File: src/rtl/serial_adder_ctrl.sv
// serial_adder_ctrl
//   Bit-serial add sequencer. One 1-bit full-adder cell is reused across
//   WIDTH bit positions, LSB first, with the carry held in a register
//   between cycles. The result equals a WIDTH-bit ripple-carry adder
//   computing A + B + Cin, with the carry out of bit WIDTH-1 on cout.
//
// Handshakes (valid/ready on both sides):
//   A transfer happens on a rising clk edge where valid and ready are both
//   high. A producer keeps its valid and payload steady until that edge. A
//   consumer may change ready at any time. The block never drops done_valid
//   without done_ready, except on reset.
//
// Ports:
//   clk          rising-edge clock
//   rst_n        synchronous active-low reset
//   start_valid  requester presents a_in/b_in/cin
//   start_ready  block is idle and can accept an operation
//   a_in, b_in   operands (WIDTH bits)
//   cin          carry into bit 0
//   sum_out      last completed sum (registered)
//   cout         last completed carry-out (registered)
//   done_valid   sum_out/cout hold a result not yet taken
//   done_ready   consumer takes the result
//   busy         high while an operation is running or its result is pending
//   bit_idx      bit position being added during RUN, 0 otherwise
//   dbg_state    current FSM state (debug)
module serial_adder_ctrl #(
    parameter int WIDTH = 4,
    parameter int CNT_W = $clog2(WIDTH)
) (
    input  logic             clk,
    input  logic             rst_n,
    input  logic             start_valid,
    output logic             start_ready,
    input  logic [WIDTH-1:0] a_in,
    input  logic [WIDTH-1:0] b_in,
    input  logic             cin,
    output logic [WIDTH-1:0] sum_out,
    output logic             cout,
    output logic             done_valid,
    input  logic             done_ready,
    output logic             busy,
    output logic [CNT_W-1:0] bit_idx,
    output logic [1:0]       dbg_state
);

    typedef enum logic [1:0] {
        S_IDLE = 2'd0,
        S_RUN  = 2'd1,
        S_DONE = 2'd2
    } state_t;

    state_t           r_state;
    logic [WIDTH-1:0] r_a_sh;
    logic [WIDTH-1:0] r_b_sh;
    logic             r_carry;
    logic [WIDTH-1:0] r_acc;
    logic [CNT_W-1:0] r_bit_idx;
    logic [WIDTH-1:0] r_sum;
    logic             r_cout;

    state_t           w_state_nxt;
    logic [WIDTH-1:0] w_a_sh_nxt;
    logic [WIDTH-1:0] w_b_sh_nxt;
    logic             w_carry_nxt;
    logic [WIDTH-1:0] w_acc_nxt;
    logic [CNT_W-1:0] w_bit_idx_nxt;
    logic [WIDTH-1:0] w_sum_nxt;
    logic             w_cout_nxt;

    // Single full-adder cell working on the current LSBs.
    logic             w_s;
    logic             w_c;
    logic             w_last_bit;
    logic [WIDTH-1:0] w_acc_shift;

    assign w_s         = r_a_sh[0] ^ r_b_sh[0] ^ r_carry;
    assign w_c         = (r_a_sh[0] & r_b_sh[0]) | (r_carry & (r_a_sh[0] ^ r_b_sh[0]));
    assign w_last_bit  = (r_bit_idx == CNT_W'(WIDTH - 1));
    // Sum bits enter at the MSB and move down, so after WIDTH shifts the
    // first (bit 0) sum bit sits at acc[0].
    assign w_acc_shift = {w_s, r_acc[WIDTH-1:1]};

    always_ff @(posedge clk) begin
        if (!rst_n) begin
            r_state   <= S_IDLE;
            r_a_sh    <= '0;
            r_b_sh    <= '0;
            r_carry   <= 1'b0;
            r_acc     <= '0;
            r_bit_idx <= '0;
            r_sum     <= '0;
            r_cout    <= 1'b0;
        end else begin
            r_state   <= w_state_nxt;
            r_a_sh    <= w_a_sh_nxt;
            r_b_sh    <= w_b_sh_nxt;
            r_carry   <= w_carry_nxt;
            r_acc     <= w_acc_nxt;
            r_bit_idx <= w_bit_idx_nxt;
            r_sum     <= w_sum_nxt;
            r_cout    <= w_cout_nxt;
        end
    end

    always_comb begin
        w_state_nxt   = r_state;
        w_a_sh_nxt    = r_a_sh;
        w_b_sh_nxt    = r_b_sh;
        w_carry_nxt   = r_carry;
        w_acc_nxt     = r_acc;
        w_bit_idx_nxt = r_bit_idx;
        w_sum_nxt     = r_sum;
        w_cout_nxt    = r_cout;

        case (r_state)
            S_IDLE: begin
                w_bit_idx_nxt = '0;
                if (start_valid) begin
                    w_a_sh_nxt  = a_in;
                    w_b_sh_nxt  = b_in;
                    w_carry_nxt = cin;
                    w_acc_nxt   = '0;
                    w_state_nxt = S_RUN;
                end
            end
            S_RUN: begin
                w_a_sh_nxt  = r_a_sh >> 1;
                w_b_sh_nxt  = r_b_sh >> 1;
                w_acc_nxt   = w_acc_shift;
                w_carry_nxt = w_c;
                if (w_last_bit) begin
                    // Publish the full result only here, so an aborted
                    // operation never leaks a partial sum.
                    w_sum_nxt     = w_acc_shift;
                    w_cout_nxt    = w_c;
                    w_bit_idx_nxt = '0;
                    w_state_nxt   = S_DONE;
                end else begin
                    w_bit_idx_nxt = r_bit_idx + CNT_W'(1);
                end
            end
            S_DONE: begin
                w_bit_idx_nxt = '0;
                if (done_ready) begin
                    w_state_nxt = S_IDLE;
                end
            end
            default: begin
                w_state_nxt   = S_IDLE;
                w_bit_idx_nxt = '0;
            end
        endcase
    end

    assign start_ready = (r_state == S_IDLE);
    assign done_valid  = (r_state == S_DONE);
    assign busy        = (r_state == S_RUN) || (r_state == S_DONE);
    assign bit_idx     = r_bit_idx;
    assign sum_out     = r_sum;
    assign cout        = r_cout;
    assign dbg_state   = r_state;

endmodule

File: config.mk
export PLATFORM = sky130hd
export DESIGN_NAME = serial_adder_ctrl
export DESIGN_NICKNAME = d
export VERILOG_FILES = /design/src/rtl/serial_adder_ctrl.sv
export SDC_FILE = /design/constraint.sdc
export NUM_CORES = 1
export LEC_CHECK = 0
export CORE_MARGIN = 2
export CORE_UTILIZATION = 40
export DETAILED_ROUTE_END_ITERATION = 16
export GPL_ROUTABILITY_DRIVEN = 0
export PLACE_DENSITY = 0.65
export REMOVE_ABC_BUFFERS = 1
export SETUP_SLACK_MARGIN = 0.5
export SYNTH_ARGS = -nofsm -noshare
export SYNTH_HDL_FRONTEND = slang
export SYNTH_SLANG_ARGS = --single-unit
File: constraint.sdc
create_clock -name clk -period 1.9 [get_ports clk]
set_input_delay 0.38 -clock clk [delete_from_list [all_inputs] [get_ports clk]]
set_output_delay 0.38 -clock clk [all_outputs]
set_load 0.01 [all_outputs]
## Yosys cells after proc, flatten, opt, wreduce, memory -nomap -nowiden

Cells that the tools add are included.

| operators by class | value |
|---|---|
| $add $sub $neg | 1 |
| eq/ne operators | 6 |
| mux-type cells | 12 |
| bitwise operators | 7 |
| reduce and logical (&&, ||, !) cells | 7 |

Operator list:

| operator | count |
|---|---|
| case mux 4 bit (2 select lines) | 3 |
| 2-to-1 mux 4 bit | 3 |
| 2-to-1 mux 2 bit | 3 |
| case mux 2 bit (3 select lines) | 1 |
| equality test 2 bit (second input constant) | 2 |
| != test 2 bit (second input constant) | 2 |
| AND reduction 2 bit | 2 |
| AND reduction 3 bit | 1 |
| OR reduction 3 bit | 1 |
| adder 2 x 1 -> 2 bit (second input constant) | 1 |
| bitwise AND 1 bit | 2 |
| equality test 2 x 1 -> 1 bit (second input constant) | 1 |
| logical NOT 2 bit | 1 |
| != test 2 x 1 -> 1 bit (second input constant) | 1 |
| inverter 1 bit | 2 |
| case mux 1 bit (2 select lines) | 1 |
| nonzero test 2 bit | 1 |
| bitwise XOR 1 bit | 2 |
| logical OR 1 bit | 1 |
| 2-to-1 mux 1 bit | 1 |
| bitwise OR 1 bit | 1 |

| storage, ports and cells | value |
|---|---|
| bits in registers | 22 |
| input bits | 13 |
| output and inout port bits | 12 |
| word-level logic and storage cells | 41 |

## Longest topological paths before layout

Gate-level depths: netlist of the first run.

| logic depth | value |
|---|---|
| depth in word-level cells | 4 |
| mapped depth | 6 |
| mapped depth without buffers | 5 |

## Worst setup path after synthesis of the first run

OpenSTA, ideal clock, no wires.

| path | value |
|---|---|
| kind | register to register |
| start | register r_state[0] (netlist: dbg_state[0]) |
| end | register r_a_sh[0] |
| library setup time | 116 ps |
| arrival | 1517 ps |
| required time | 1784 ps |
| setup slack | 266 ps |
| cell stages (with the launch flop) | 6 |
| path buffers | 1 |
| period minus slack after synthesis | 1634 ps |
| path through | dfxtp_1 inv_1 ha_1 mux2_4 buf_2 o211a_1 |

| on the way | value |
|---|---|
| word-level cells in the longest chain between the ends | 3 |
| elaborated cells between the ends (all ways) | 6 |
| those cells by class | eq/ne (2); mux (1); reduce/logical (3) |

RTL lines:

| what | line | source |
|---|---|---|
| start: declaration | 53 | `state_t r_state;` |
| start signal: assignment | 95 | `r_state <= w_state_nxt;` |
| logical NOT 2 bit * | - |  |
| via start_ready | 34 | `output logic start_ready,` |
| != test 2 bit (no source line) or nonzero test 2 bit (tied branches) | - |  |
| AND reduction 2 bit (no source line) | - |  |
| end signal: assignment | 96 | `r_a_sh <= w_a_sh_nxt;` |
| end: declaration | 54 | `logic [WIDTH-1:0] r_a_sh;` |

Mark *: on every way through the listed nets, which the timed path passes. The rest lies on a longest branch.
A chain may end at the register's enable or synchronous reset.

## Worst setup path after layout of the first run

| path | value |
|---|---|
| start | register r_state[1] (netlist: dbg_state[1]) |
| end | output port done_valid |

| on the way | value |
|---|---|
| word-level cells in the longest chain between the ends | 1 |

RTL lines:

| what | line | source |
|---|---|---|
| equality test 2 bit | 157 | `assign done_valid = (r_state == S_DONE);` |
| end: declaration | 40 | `output logic done_valid,` |

No other way between the ends.

==> metrics.cfg, run 1 <==
[layout]
final_cell_mix = nand2_1, dfxtp_1, clkdlybuf4s50_1
nNetsFinal = 161
final_util_pct = 62.31
drive_above_1_share_pct = 29.08
syn_to_final_growth_pct = 52.09
num_antenna_cells = 0
final_common_cell = nand2_1

[clock_tree]
postCtsHoldBufs = 0
clock-sinks = 21
cts_tree = yes
htreeDepth = 1
root_buffer = clkbuf_4
clk_pin_slew_worst_paths_ps = 120
clk_latency_ps = 300
cts_buffers = 3
clockBufferDepth = 2

[global_route]
grt_start_max_net_pins = 24
grt_pass1_vias = 767
grt_overflow_total = 0
track_usage_pct = 15.54
grt_pass1_wl_um = 3243
antenna_found_initial = 0

[timing]
hold_viol = 0
rsz0062_at_grt = true
post-route-period-util_pct = 80.78
fin_crit_ps = 1535
clock.fmax_ghz = 0.6516
setup_violations = 0
worst_clock_skew_ps = 5.462
slew_violations = 0
tightest_slew_ps = 287.7
slew-limit-headroom_pct = 80.82
setup_ws_ps = 365.2
totalNegativeSetupSlack_ps = 0

[logic_synthesis]
synth_largest_area_cell = dfxtp_1
synthArstFlopShare_pct = 0
synthCells = 101
yosysWarnings = 0
seq_area_frac_synth_pct = 42.59
synth_area_um2 = 987.2
yosysTopAreaCellShare_pct = 42.59
synth.area.top_cells = dfxtp_1, mux2i_1, nand2_1
ys_seq_elements = 21
post_synth.cell_area_avg_um2 = 9.774
ys_types = 20
synthFlopType = dfxtp_1
synth-edff-count = 0

[routing]
drt_iter0_drc = 18
vias = 858
first_pass_iters = 4
route.detailed.drc = 0
wire_per_inst_um = 13.92
drt-total-wl_um = 2380
postRouteAntennaNets = 0
vias_per_cell = 5.018

[floorplan]
die_h_um = 53.68
rows = 18
start_util_pct = 40.97
dieArea_mm2 = 0.002882
coreArea_mm2 = 0.002410
die_w_um = 53.68
num_io_pins = 25

[power]
ir_drop_mv = 0.7280
clkPwrFrac_pct = 11.7
power.switching_w = 0.0006524
sw_frac_of_total_pct = 35.24
p_leak_nw = 0.6925
power_density_mw_per_mm2 = 1233
power_frac_comb_pct = 55.6
internal_power_w = 0.001199
pwr-share-seq_pct = 32.7

[worst_setup_path]
cp.arrival_ps = 1150
critPathKind = flip-flop to output port
crit_required_ps = 1520
r2r_start = dbg_state[1]
endpoint_kind = output port
crit_fanout = 3
start_kind = flip-flop
startpoint = dbg_state[1]

[outcome]
status = finished, final reports clean

[min_path]
min_path_type = flip-flop to flip-flop
hp-start = r_b_sh[3]

[placement]
pre_cts_ws_ps = 125.6
dp_hpwl_um = 1315
portBuffers = 24

[job]
maxCapViolCount = 0

-- cells by family (layout without fill, tap and decap cells) --
family                   count (synthesis)  after routing  share of synthesized area, %
AO/OA/AOI/OAI                           18             18                         15.72
multiplexers                            11             13                         11.66
flip-flops                              21             21                         42.59
buffers and inverters                   11             49                         5.449
AND/OR/NAND/NOR                         34             34                         16.22
adder cells (fa/ha/maj)                  6              6                         8.365
-- worst max-delay path, stage by stage (launching register included) --
cell	delay (ps)
dfxtp_2	360
buf_6	110
buf_6	110
ha_4	160
buf_6	110
-- worst paths after layout --
path | slack, ps | endpoint | cells past startpoint
setup / recovery | 370 | done_valid | 4
hold reg to reg | 460 | r_b_sh[3] | 2
hold / removal | 460 | r_b_sh[3] | 2
setup reg to reg | 430 | r_a_sh[1] | 8
-- cells in the mapped netlist (all sizes together), types with 2 or more instances --
cell and n:
dfxtp 21, nand3 8, mux2i 10, nand2 22, clkbuf 2, inv 4
ha 5, buf 4, o211a 7, nand3b 2, a21boi 10
-- power groups by stage --
stage / Sequential (W) / Combinational [W] / Clock (W)
floorplan: 0.000604 / 0.000407 / 0
global placement: 0.000604 / 0.000646 / 0
detailed placement: 0.000608 / 0.000657 / 0
CTS: 0.000594 / 0.000767 / 0.000225
global route: 0.000613 / 0.00110 / 0.000240
finish: 0.000605 / 0.00103 / 0.000217
-- through the flow --
| step | cell area, um^2 | cells | power [W] | hold slack (ps) |
|---|---|---|---|---|
| 4_1_cts | 1354 | 162 | 0.001585 | 464.3 |
| 5_1_grt | 1501 | 171 | 0.001954 | 479.5 |
| 2_1_floorplan | 953.4 | 95 | 0.001011 | 430.4 |
| 3_5_place_dp | 1261 | 153 | 0.001265 | 447.3 |
| 6_report | 1501 | 171 | 0.001852 | 461.4 |
| 3_3_place_gp | 1261 | 153 | 0.001250 | 438.3 |
-- layer usage --
| metal | vias to the layer above | GRT usage, % | part of all wire, % |
|---|---|---|---|
| met5 | - | 0 | 0 |
| met4 | 0 | 5.128 | 0 |
| met3 | 0 | 3.889 | 4.0 |
| met2 | 20 | 28.46 | 51 |
| met1 | 404 | 17.30 | 45 |
| li1 | 434 | - | - |
-- registers in the layout (all words and copies together) (netlist names) --
name,flops
r_acc,3
bit_idx,2
sum_out,4
cout,1
r_carry,1
r_a_sh,4
dbg_state,2
r_b_sh,4
-- cell type report --
cell class / instances / area, um^2
fill: 200 / 908.4
multi-input combinational: 71 / 605.6
sequential: 21 / 424.2
timing repair buffer: 40 / 387.9
tap: 30 / 37.54
clock buffer: 4 / 26.28
inverter: 5 / 20.02
-- repair_timing --
item,CTS,global route
setup endpoints to repair,26,22
setup buffers,5,6
gates cloned,0,3
resized for setup,35,20
pin swaps,1,3
endpoints found under the hold margin,0,0
No activity file was read; power rests on OpenSTA's default activity.
==> run 2, diff against run 1 <==
- clock period: 1.9 -> 1.45 ns (I/O delays scaled with it)
==> run 2 against run 1 <==
Global-route usage grew 2.8 points. Register-to-register slack lost 410 ps. Sequential cell count is the same. Core utilization grew 4.5 points. Total power grew 39%. Die area is the same. Cell count grew 1.8%. Via count grew 8.5%. Clock skew shrank 4.6 ps. Routed wire length grew 6.8%. Clock power grew 29%. Critical endpoint is now r_a_sh[1]. Largest cell class unchanged. Largest power group unchanged.
==> metrics.cfg, run 2 (synthesized netlist as in run 1, its figures left out) <==
[power]
power_density_mw_per_mm2 = 1602  ; was 1233 mW/mm^2
ir_drop_mv = 0.9458  ; was 0.7280 mV
pwr-share-seq_pct = 31.3  ; was 32.7%
clkPwrFrac_pct = 10.9  ; was 11.7%
sw_frac_of_total_pct = 35.88  ; was 35.24%
power_frac_comb_pct = 57.8  ; was 55.6%
p_leak_nw = 0.7227  ; was 0.6925 nW
power.switching_w = 0.0009254  ; was 0.0006524 W
internal_power_w = 0.001653  ; was 0.001199 W

[worst_setup_path]
crit_required_ps = 1650  ; was 1520 ps
reg2reg_slack_ps = 20  ; was 430 ps
cp.arrival_ps = 1640  ; was 1150 ps
crit_fanout = 6  ; was 3
endpoint_kind = flip-flop  ; was output port
start_kind = flip-flop  ; unchanged
critPathKind = flip-flop to flip-flop  ; was flip-flop to output port

[layout]
num_antenna_cells = 0  ; unchanged
nFillCells = 183  ; was 200
final_common_cell = buf_6  ; was nand2_1
syn_to_final_growth_pct = 63.12  ; was 52.09%
drive_above_1_share_pct = 47.22  ; was 29.08%
fin_cells = 174  ; was 171
final_cell_mix = buf_6, nand2_1, clkdlybuf4s50_1  ; was nand2_1, dfxtp_1, clkdlybuf4s50_1
nNetsFinal = 164  ; was 161
stdcell_area_mm2 = 0.001610  ; was 0.001501 mm^2

[global_route]
grt_start_max_net_pins = 24  ; unchanged
grt_pass1_vias = 862  ; was 767
grt_overflow_total = 0  ; unchanged
antenna_found_initial = 0  ; unchanged
grt_pass1_wl_um = 3815  ; was 3243 um
track_usage_pct = 18.31  ; was 15.54%

[floorplan]
dieArea_mm2 = 0.002882  ; unchanged
die_h_um = 53.68  ; unchanged
rows = 18  ; unchanged
die_w_um = 53.68  ; unchanged
start_util_pct = 40.97  ; unchanged
num_io_pins = 25  ; unchanged
coreArea_mm2 = 0.002410  ; unchanged

[timing]
fin_crit_ps = 1432
rsz0062_at_grt = true  ; unchanged
slew-limit-headroom_pct = 80.91  ; was 80.82%
totalNegativeSetupSlack_ps = 0  ; unchanged
tightest_slew_ps = 286.3  ; was 287.7 ps
post-route-period-util_pct = 98.77
setup_ws_ps = 17.85  ; was 365.2 ps
clock.fmax_ghz = 0.6982
setup_violations = 0  ; unchanged
slew_violations = 0  ; unchanged
hold_slack_ps = 466.0  ; was 461.4 ps
hold_viol = 0  ; unchanged
worst_clock_skew_ps = 0.9073  ; was 5.462 ps

[placement]
dp_hpwl_um = 1400  ; was 1315 um
place_inst = 160  ; was 153
portBuffers = 24  ; unchanged
pre_cts_ws_ps = -125.1  ; was 125.6 ps
dpl_cell_area_mm2 = 0.001326  ; was 0.001261 mm^2

[routing]
route.detailed.drc = 0  ; unchanged
vias = 931  ; was 858
drt_iter0_drc = 17  ; was 18
postRouteAntennaNets = 0  ; unchanged
vias_per_cell = 5.351  ; was 5.018
drt-total-wl_um = 2543  ; was 2380 um
wire_per_inst_um = 14.61  ; was 13.92 um
first_pass_iters = 6  ; was 4

[clock_tree]
clk_latency_ps = 300  ; about the same
clockBufferDepth = 2  ; unchanged
htreeDepth = 1  ; unchanged
postCtsHoldBufs = 0  ; unchanged
cts_tree = yes  ; unchanged
clk_pin_slew_worst_paths_ps = 110  ; was 120 ps
clock-sinks = 21  ; unchanged
cts_buffers = 3  ; unchanged
root_buffer = clkbuf_4  ; unchanged

[job]
maxCapViolCount = 0  ; unchanged

[outcome]
status = finished, final reports clean  ; unchanged

[min_path]
min_path_type = flip-flop to flip-flop  ; unchanged

-- run 2: cell types whose count changed in the layout (fill, tap and decap cells not counted), sizes merged --
cell / previous run / this run
buf: 18 / 30
dlygate4sd2: 7 / 0
clkbuf: 7 / 4
clkdlybuf4s50: 11 / 12
dlymetal6s2s: 1 / 0
mux2: 3 / 4
-- run 2: cell type report --
cell class / count / area [um^2] / area share [%]
multi-input cells: 72 / 646.9 / 40.17
repair buffers: 42 / 440.4 / 27.35
clock buffers: 4 / 26.28 / 1.632
inverters: 5 / 22.52 / 1.399
well taps: 30 / 37.54 / 2.331
flip-flops and latches: 21 / 436.7 / 27.12
-- run 2: path summary, 6_finish.rpt --
kind | from | to | cells past startpoint
worst max-delay path | dbg_state[0] | r_a_sh[1] | 5
worst min-delay path | r_a_sh[3] | r_a_sh[3] | 2
worst max register to register | dbg_state[0] | r_a_sh[1] | 5
worst min register to register | r_a_sh[3] | r_a_sh[3] | 2
-- run 2: metal layers --
| layer | wire (um) | global-route usage, % |
|---|---|---|
| met5 | 0 | 0 |
| met4 | 14 | 2.564 |
| met3 | 140 | 5.000 |
| met2 | 1347 | 32.52 |
| met1 | 1041 | 22.38 |
-- run 2: critical path, stage by stage (launching register included) --
cell and delay, ps:
dfxtp_4 380, inv_4 80, ha_4 190, buf_6 120, mux2_4 330, o211a_1 230
-- run 2: power groups by stage --
stage / Combinational [W] / Clock (W) / Sequential [W]
2_1_floorplan: 0.000533 / 0 / 0.000792
3_3_place_gp: 0.000942 / 0 / 0.000778
3_5_place_dp: 0.000975 / 0 / 0.000784
4_1_cts: 0.00134 / 0.000282 / 0.000788
5_1_grt: 0.00160 / 0.000317 / 0.000818
6_report: 0.00149 / 0.000281 / 0.000808
-- run 2: through the flow --
step | utilization, % | power, W
2_1_floorplan | - | 0.001325
3_3_place_gp | 55.04 | 0.001720
3_5_place_dp | 55.04 | 0.001759
4_1_cts | 64.38 | 0.002414
5_1_grt | 66.82 | 0.002736
6_report | 66.82 | 0.002579
-- run 2: what timing repair did --
item                                    4_1_cts  5_1_grt
pin swaps                                    11        5
gates resized for setup                      97       17
cloned                                        4        0
buffers inserted                              5        1
endpoints found under the setup margin       33       33
==> run 3, diff against run 2 <==
- CORE_MARGIN: 2 -> 4
==> run 3 against run 2 <==
Combinational power is 7% lower. Cell count shrank 1.1%. Largest cell class unchanged. Cell area is 1.9% lower. Core utilization rose by 2.6 points. Sequential power down 2.5%. Critical path depth grew 1. Setup slack got worse by 3.0 ps. Highest routed layer is now met3. Clock power increased by 3%. Clock skew rose by 12 ps. Total power decreased by 4.3%.
==> metrics.cfg, run 3 (synthesized netlist as in run 1, its figures left out) <==
[outcome]
status = finished, final reports clean  ; unchanged

[worst_setup_path]
worstRegToRegCells = 6  ; was 5
endpoint_kind = flip-flop  ; unchanged
crit_fanout = 2  ; was 6
reg2reg_slack_ps = 10  ; was 20 ps
crit_required_ps = 1670  ; was 1650 ps
critPathKind = flip-flop to flip-flop  ; unchanged
start_kind = flip-flop  ; unchanged
cp.arrival_ps = 1660  ; was 1640 ps

[global_route]
grt_start_max_net_pins = 24  ; unchanged
grt_overflow_total = 0  ; unchanged
antenna_found_initial = 0  ; unchanged
grt_pass1_vias = 869  ; was 862
track_usage_pct = 14.97  ; was 18.31%
grt_pass1_wl_um = 3905  ; was 3815 um

[clock_tree]
clock-sinks = 21  ; unchanged
cts_tree = yes  ; unchanged
htreeDepth = 1  ; unchanged
postCtsHoldBufs = 0  ; unchanged
clk_pin_slew_worst_paths_ps = 130  ; was 110 ps
root_buffer = clkbuf_4  ; unchanged
clk_latency_ps = 310  ; was 300 ps
clockBufferDepth = 2  ; unchanged
cts_buffers = 3  ; unchanged

[placement]
portBuffers = 24  ; unchanged
place_inst = 162  ; was 160
dp_hpwl_um = 1546  ; was 1400 um
dpl_cell_area_mm2 = 0.001354  ; was 0.001326 mm^2

[floorplan]
rows = 17  ; was 18
num_io_pins = 25  ; unchanged
start_util_pct = 43.38  ; was 40.97%
coreArea_mm2 = 0.002276  ; was 0.002410 mm^2
die_w_um = 57.68  ; was 53.68 um
die_h_um = 57.68  ; was 53.68 um
dieArea_mm2 = 0.003327  ; was 0.002882 mm^2

[layout]
num_antenna_cells = 0  ; unchanged
syn_to_final_growth_pct = 59.95  ; was 63.12%
drive_above_1_share_pct = 44.44  ; was 47.22%
fin_cells = 172  ; was 174
stdcell_area_mm2 = 0.001579  ; was 0.001610 mm^2
final_cell_mix = buf_6, nand2_1, clkdlybuf4s50_1  ; unchanged
nNetsFinal = 164  ; unchanged
final_common_cell = buf_6  ; unchanged

[power]
ir_drop_mv = 1.267  ; was 0.9458 mV
power_density_mw_per_mm2 = 1563  ; was 1602 mW/mm^2
p_leak_nw = 0.7006  ; was 0.7227 nW

[timing]
rsz0062_at_grt = true  ; unchanged
slew-limit-headroom_pct = 81.24  ; was 80.91%
setup_violations = 0  ; unchanged
post-route-period-util_pct = 98.97  ; was 98.77%
clock.fmax_ghz = 0.6968  ; was 0.6982 GHz
tightest_slew_ps = 281.4  ; was 286.3 ps
fin_crit_ps = 1435  ; was 1432 ps
worst_clock_skew_ps = 13.09  ; was 0.9073 ps
hold_viol = 0  ; unchanged
slew_violations = 0  ; unchanged

[min_path]
hold_depth = 2  ; unchanged
min_path_type = flip-flop to flip-flop  ; unchanged

[job]
maxCapViolCount = 0  ; unchanged

[routing]
route.detailed.drc = 0  ; unchanged
vias = 868  ; was 931
drt_iter0_drc = 15  ; was 17
vias_per_cell = 5.047  ; was 5.351
drt-total-wl_um = 2446  ; was 2543 um
postRouteAntennaNets = 0  ; unchanged
first_pass_iters = 4  ; was 6
wire_per_inst_um = 14.22  ; was 14.61 um

[run 3: cell types whose count changed in the layout (fill, tap and decap cells not counted), moves of 2 or more]
cell     before  now
buf_4         7   10
nand3_1       6    8
buf_6        22   19
nand2_2       5    2
nand2_1      16   18
nand3_2       2    0
[run 3: final timing paths]
kind	from	to
hold reg to reg	sum_out[1]	sum_out[1]
setup reg to reg	dbg_state[1]	dbg_state[0]
hold / removal	sum_out[1]	sum_out[1]
setup / recovery	dbg_state[1]	dbg_state[0]
[run 3: final cells by class]
cell class,instances,area (um^2)
Fill cell,179,696.9
Sequential cell,21,432.9
Timing Repair Buffer,43,444.2
Clock buffer,3,22.52
Tap cell,28,35.03
Inverter,5,20.02
Multi-Input combinational cell,71,619.3
Clock inverter,1,5.005
[run 3: where the power goes]
part	leakage, nW	total [W]	switching [W]	internal (W)
registers	0.176	0.000788	0.0000820	0.000706
logic	0.507	0.00139	0.000602	0.000788
clock network	0.0177	0.000289	0.000186	0.000103
[run 3: metal layers]
layer / wire (um) / global-route usage [%] / vias to the layer above
met5: 0 / 0 / -
met4: 0 / 1.987 / 0
met3: 144 / 4.900 / 0
met2: 1254 / 27.42 / 19
met1: 1047 / 17.26 / 411
li1: - / - / 438
[run 3: stage by stage]
stage	total power [W]	util [%]	setup WS (ps)	hold slack, ps	TNS [ps]
after detailed placement	0.001835	59.48	-135.8	450.2	-1190
final	0.002468	69.38	14.88	462.1	0
after CTS	0.002362	66.79	24.64	467.8	0
after global placement	0.001794	59.48	-110.8	437.6	-950.4
after floorplan	0.001325	-	-106.1	423.4	-1206
after global routing	0.002611	69.38	-52.06	471.7	-293.6
[run 3: worst max-delay path, cell delays in order, from the launching register on]
cell and delay, ps:
dfxtp_2 350, inv_2 50, buf_6 120, ha_4 150, a222oi_1 280, buf_4 190
mux2i_1 220
[run 3: what timing repair did]
| item | in CTS | in global routing |
|---|---|---|
| resized for setup | 88 | 16 |
| pin swaps | 3 | 7 |
| cloned | 2 | 0 |
| endpoints found under the setup margin | 33 | 33 |
| setup buffers | 2 | 2 |
